File: src/rtl/matvec_pkg.sv
// matvec_pkg: geometry helpers and requantization shared by matvec_mul and its users.
package matvec_pkg;

  // Adder-tree depth of a C-column dot product.
  function automatic int mv_depth(input int c);
    return $clog2(c);
  endfunction

  // Full-precision product/accumulator width.
  function automatic int mv_w_y(input int w_x, input int w_k, input int c);
    return w_x + w_k + mv_depth(c);
  endfunction

  // matvec_mul latency in enabled cycles.
  function automatic int mv_lat(input int c);
    return mv_depth(c) + 1;
  endfunction

  // Working width for rq_sat; wide enough that the rounding add never overflows
  // for any accumulator width used in practice, so the result equals a W_Y+1-bit computation.
  localparam int RQ_W = 64;

  // Round-half-up arithmetic right shift, then saturate to a signed w_o-bit range.
  function automatic logic signed [RQ_W-1:0] rq_sat(input logic signed [RQ_W-1:0] v,
                                                    input int shift, input int w_o);
    logic signed [RQ_W-1:0] t;
    logic signed [RQ_W-1:0] hi;
    logic signed [RQ_W-1:0] lo;
    t = v;
    if (shift > 0) t = t + (RQ_W'(1) <<< (shift - 1));
    t  = t >>> shift;
    hi = (RQ_W'(1) <<< (w_o - 1)) - RQ_W'(1);
    lo = -(RQ_W'(1) <<< (w_o - 1));
    if (t > hi) t = hi;
    else if (t < lo) t = lo;
    return t;
  endfunction

endpackage

File: src/rtl/requant_sat.sv
// requant_sat: combinational requantizer from a W_IN-bit accumulator to W_O bits.
module requant_sat #(
  parameter int W_IN  = 19,
  parameter int W_O   = 8,
  parameter int SHIFT = 4
) (
  input  logic signed [W_IN-1:0] din,
  output logic signed [W_O-1:0]  dout
);
  import matvec_pkg::*;

  // The sign-extending cast feeds the shared helper; only the low W_O bits
  // are meaningful after saturation.
  assign dout = W_O'(rq_sat(RQ_W'(din), SHIFT, W_O));

endmodule

File: src/rtl/matvec_result_reader.sv
// matvec_result_reader: flow control around a free-running matvec_mul and a
// row-by-row serializer of each finished y vector, requantized to W_O bits.
module matvec_result_reader
  import matvec_pkg::*;
#(
  parameter int R     = 8,
  parameter int C     = 8,
  parameter int W_X   = 8,
  parameter int W_K   = 8,
  parameter int W_O   = 8,
  parameter int SHIFT = 4,
  localparam int DEPTH = mv_depth(C),
  localparam int W_Y   = W_X + W_K + DEPTH,
  localparam int LAT   = DEPTH + 1
) (
  input  logic                  clk,
  input  logic                  rstn,
  input  logic                  s_valid,
  output logic                  s_ready,
  output logic                  mv_cen,
  input  logic [R*W_Y-1:0]      mv_y,
  output logic                  m_valid,
  input  logic                  m_ready,
  output logic signed [W_O-1:0] m_data,
  output logic                  m_last
);

  localparam int IDX_W = (R > 1) ? $clog2(R) : 1;
  localparam logic [IDX_W-1:0] IDX_LAST = IDX_W'(R - 1);

  logic [LAT-1:0]   vpipe_q, vpipe_d;
  logic [R*W_Y-1:0] h_q, h_d;
  logic             h_full_q, h_full_d;
  logic [IDX_W-1:0] idx_q, idx_d;

  logic             beat;
  logic             beat_done;
  logic             load;

  logic signed [W_Y-1:0] h_row [R];

  // View the hold register as R signed rows for the serializer mux.
  for (genvar gi = 0; gi < R; gi++) begin : g_row
    assign h_row[gi] = h_q[gi*W_Y +: W_Y];
  end

  assign beat      = h_full_q && m_ready;
  assign beat_done = beat && (idx_q == IDX_LAST);
  // Stall only when a valid result is waiting at the pipe exit and H cannot
  // take it this edge; a completing last beat frees H in the same cycle.
  assign mv_cen    = !(vpipe_q[LAT-1] && h_full_q && !beat_done);
  assign s_ready   = mv_cen;
  assign load      = mv_cen && vpipe_q[LAT-1];

  assign m_valid   = h_full_q;
  assign m_last    = (idx_q == IDX_LAST);

  // Next-state for the valid pipe, hold register, occupancy flag and row index.
  always_comb begin
    vpipe_d  = vpipe_q;
    h_d      = h_q;
    h_full_d = h_full_q;
    idx_d    = idx_q;
    if (mv_cen) begin
      vpipe_d[0] = s_valid;
      for (int i = 1; i < LAT; i++) vpipe_d[i] = vpipe_q[i-1];
    end
    if (load) begin
      h_d      = mv_y;
      h_full_d = 1'b1;
    end else if (beat_done) begin
      h_full_d = 1'b0;
    end
    if (beat) idx_d = (idx_q == IDX_LAST) ? '0 : idx_q + IDX_W'(1);
  end

  // State registers; reset discards all in-flight vectors.
  always_ff @(posedge clk or negedge rstn) begin
    if (!rstn) begin
      vpipe_q  <= '0;
      h_q      <= '0;
      h_full_q <= 1'b0;
      idx_q    <= '0;
    end else begin
      vpipe_q  <= vpipe_d;
      h_q      <= h_d;
      h_full_q <= h_full_d;
      idx_q    <= idx_d;
    end
  end

  requant_sat #(
    .W_IN (W_Y),
    .W_O  (W_O),
    .SHIFT(SHIFT)
  ) u_rq (
    .din (h_row[idx_q]),
    .dout(m_data)
  );

endmodule

File: config.mk
export PLATFORM = sky130hd
export DESIGN_NAME = matvec_result_reader
export DESIGN_NICKNAME = d
export VERILOG_FILES = /design/src/rtl/matvec_pkg.sv /design/src/rtl/requant_sat.sv /design/src/rtl/matvec_result_reader.sv
export SDC_FILE = /design/constraint.sdc
export NUM_CORES = 1
export LEC_CHECK = 0
export BUFFER_PORTS_ARGS = -buffer_cell sky130_fd_sc_hd__buf_2
export CORE_MARGIN = 1
export CORE_UTILIZATION = 50
export CTS_CLUSTER_DIAMETER = 100
export DETAILED_ROUTE_END_ITERATION = 10
export GPL_ROUTABILITY_DRIVEN = 0
export GPL_TIMING_DRIVEN = 0
export PLACE_DENSITY = 0.74
export SKIP_CTS_REPAIR_TIMING = 1
export SLEW_MARGIN = 20
export SYNTH_ARGS = -nofsm -noshare
export SYNTH_HDL_FRONTEND = slang
export SYNTH_HIERARCHICAL = 1
export SYNTH_SLANG_ARGS = --single-unit
File: constraint.sdc
create_clock -name clk -period 7.3 [get_ports clk]
set_input_delay 1.095 -clock clk [delete_from_list [all_inputs] [get_ports clk]]
set_output_delay 1.095 -clock clk [all_outputs]
set_load 0.1 [all_outputs]
==> run summary <==
The buffer levels on the longest clock path came out at 2. In this run the number of H-tree levels came out at 4. The per-cell routed wire length is 19.8 um. The number of I/O port buffers came out at 143. The count of unresolved DRC violations after routing is 0. The critical-path cell with the highest stage delay is a31oi_1. The worst setup path is captured at an output port. The startpoint of the worst register-to-register path is idx_q[0]$_DFFE_PN0N_.

The aggregate negative setup slack came out at 0 ns. The tree is rooted in a clkbuf_16. The detailed-router iteration count before antenna repair came out at 4. Cell internal power was estimated by the tool at 2.63 mW. The number of antenna violations at the first check in global routing came out at 1. The clock skew after layout is 0.00482 ns. The number of failing hold endpoints at the final stage is 0. The initial cell density of the core is 51.1%. Synthesis produced a netlist whose cell count is 426. The total number of nets in the final design came out at 748. The number of instances in the placed design is 746. The final hold slack is 0.461 ns. Across all setup checks in the final design, the least slack found is 1.95 ns.

The arrival time at the worst endpoint came out at 4.25 ns. In this design, the largest share of critical-path delay is due to buffers and inverters. Yosys printed 6 warnings. The via count of the first global-routing pass came out at 4545. The count of standard-cell rows came out at 42. For this design the top-level I/O count stands at 168. The total overflow reported by the global router is 0. The clock edge transition at the registers on the reported setup and hold paths came out at 0.05 ns. The fraction of power consumed by the clock network came out at 17.0%. The number of max-capacitance violations reported is 0. Setup violations remaining at the end of the flow were counted as 0. For this design the static power due to leakage is 3.94 nW.

The run finished with clean final reports. The switching power summed over all nets is 1.85 mW. TritonCTS built the clock tree. The final max-slew violation count is 0.

The total global routing track utilization came out at 23.4%. The data required time of the critical path came out at 6.20 ns. The wire length of the first global-routing pass is 24200 um. Of all nets on the critical path, the largest fanout is 9. The later pin in the worst-skew pair is clocked with a latency of 0.41 ns.

The worst setup timing slack at the placement stage is 2.43 ns. The number of buffers created by CTS came out at 17. The worst path needs 5.35 ns of the cycle, external delays included. The area of the mapped netlist is 6770 um2. The final cell count without fillers came out at 775. The kind of critical path is flop to output port. In this run switching power makes up 41.3% of total power.

Each instance of the synthesized netlist takes up on average 15.9 um2. Together, buffers and inverters on the worst path number 4. The launching element of the worst setup path is idx_q[2]$_DFFE_PN0N_.

The post-synth net total came out at 585. The areal power density over the cells came out at 542 nW/um2. The initial detailed-routing violation count is 166.

The post-route antenna net violation count came out at 0. The total power consumption of the routed design is 4.48 mW. For hold timing, the worst endpoint is vpipe_q[3]$_DFFE_PN0N_. The area of the core is 13200 um2. The flop-to-flop setup slack is 5.15 ns. The proportion of layout cells with a drive suffix above 1 came out at 58.9%.

The worst relative slew slack is 52.7%. In this design, the critical path's most frequently occurring cell is buf_2. Leaving out fill and tap cells, the most frequent cells in the layout are buf_2, dfrtp_1, mux2_2.

The fmax came out at 187 MHz. The sequential share of power is 29.1%. Along the worst hold path, the cell count comes to 1. The total half-perimeter wirelength after legalization and detailed placement is 11200 um. The area of the die came out at 14000 um2. The number of cells traversed by the worst register-to-register path came out at 8. The total wire length after detailed routing is 15400 um. The total vias in the final route is 4277. The largest single stage delay on the critical path is 0.59 ns.

The reg-to-reg endpoint is h_q[104]$_DFFE_PN0P_. The per-cell via count in the routed design came out at 5.52. The worst path uses 73.2% of the clock period. In this run the most critical hold path is launched from vpipe_q[2]$_DFFE_PN0N_. Setup repair after global routing left no endpoint under its margin. Counting every sink on the clock net gives 136.

The path class of the tightest hold or removal check is flop to flop. The fraction of power consumed by combinational cells is 53.9%. The most frequent standard cell in the layout excluding fill and tap cells is buf_2.

The layout-stage area growth over the synthesis result came out at 22.1%. The chip height came out at 118 um. Entering global routing, the biggest net connects 75 pins. Across the VDD grid, the largest voltage drop is 807 uV. The actual transition at the worst max-transition pin is 0.707 ns. STA classifies the critical path startpoint as a flop.

Walking the worst path, the cells encountered are buf_2, buf_2, mux4_1, mux2_2, ha_1, and2_1, buf_4, and4_4, and3b_2, a211o_1, a31oi_1, o21ai_1, buf_2. The overall die width is 118 um.
[layer usage]
| layer | GRT usage (%) | wire length [um] |
|---|---|---|
| met3 | 6.66 | 796 |
| met5 | 0 | 0 |
| met4 | 7.36 | 259 |
| met1 | 29.7 | 6560 |
| met2 | 38.7 | 7740 |
[how the worst max path moves through the flow]
stage                           end  slack [ns]  cells past startpoint
final                     m_data[0]        1.95                     13
after global routing      m_data[4]        1.69                     13
after CTS                 m_data[0]        1.97                     13
after detailed placement  m_data[0]        2.43                     13
after global placement    m_data[0]        2.49                     13
after floorplan           m_data[5]        1.57                     12
[registers in the layout, indices dropped and copies added (netlist names)]
name and flops:
idx_q 3, vpipe_q 4, m_valid 1, h_q 128
[power by group through the flow]
stage          combinational (mW)  clock [mW]  sequential [mW]
2_1_floorplan                1.96           0             1.24
3_3_place_gp                 2.33           0             1.28
3_5_place_dp                 2.41           0             1.31
4_1_cts                      2.42       0.778             1.30
5_1_grt                      2.56       0.811             1.35
6_report                     2.41       0.760             1.30
[through the flow]
step           utilization (%)  area (um2)
2_1_floorplan                -        6770
3_3_place_gp              58.2        7710
3_5_place_dp              58.5        7740
4_1_cts                   62.4        8260
5_1_grt                   62.4        8270
6_report                  62.4        8270
[area by class of cell]
cell class	instances	area, um2
Inverter	3	11.3
Clock buffer	23	468
Sequential cell	136	3400
Multi-Input combinational cell	254	3090
Timing Repair Buffer	144	753
Antenna cell	1	2.50
Tap cell	176	220
Buffer	33	263
Fill cell	1058	4980
Clock inverter	5	50.0
Power figures use the tool's default switching activity.
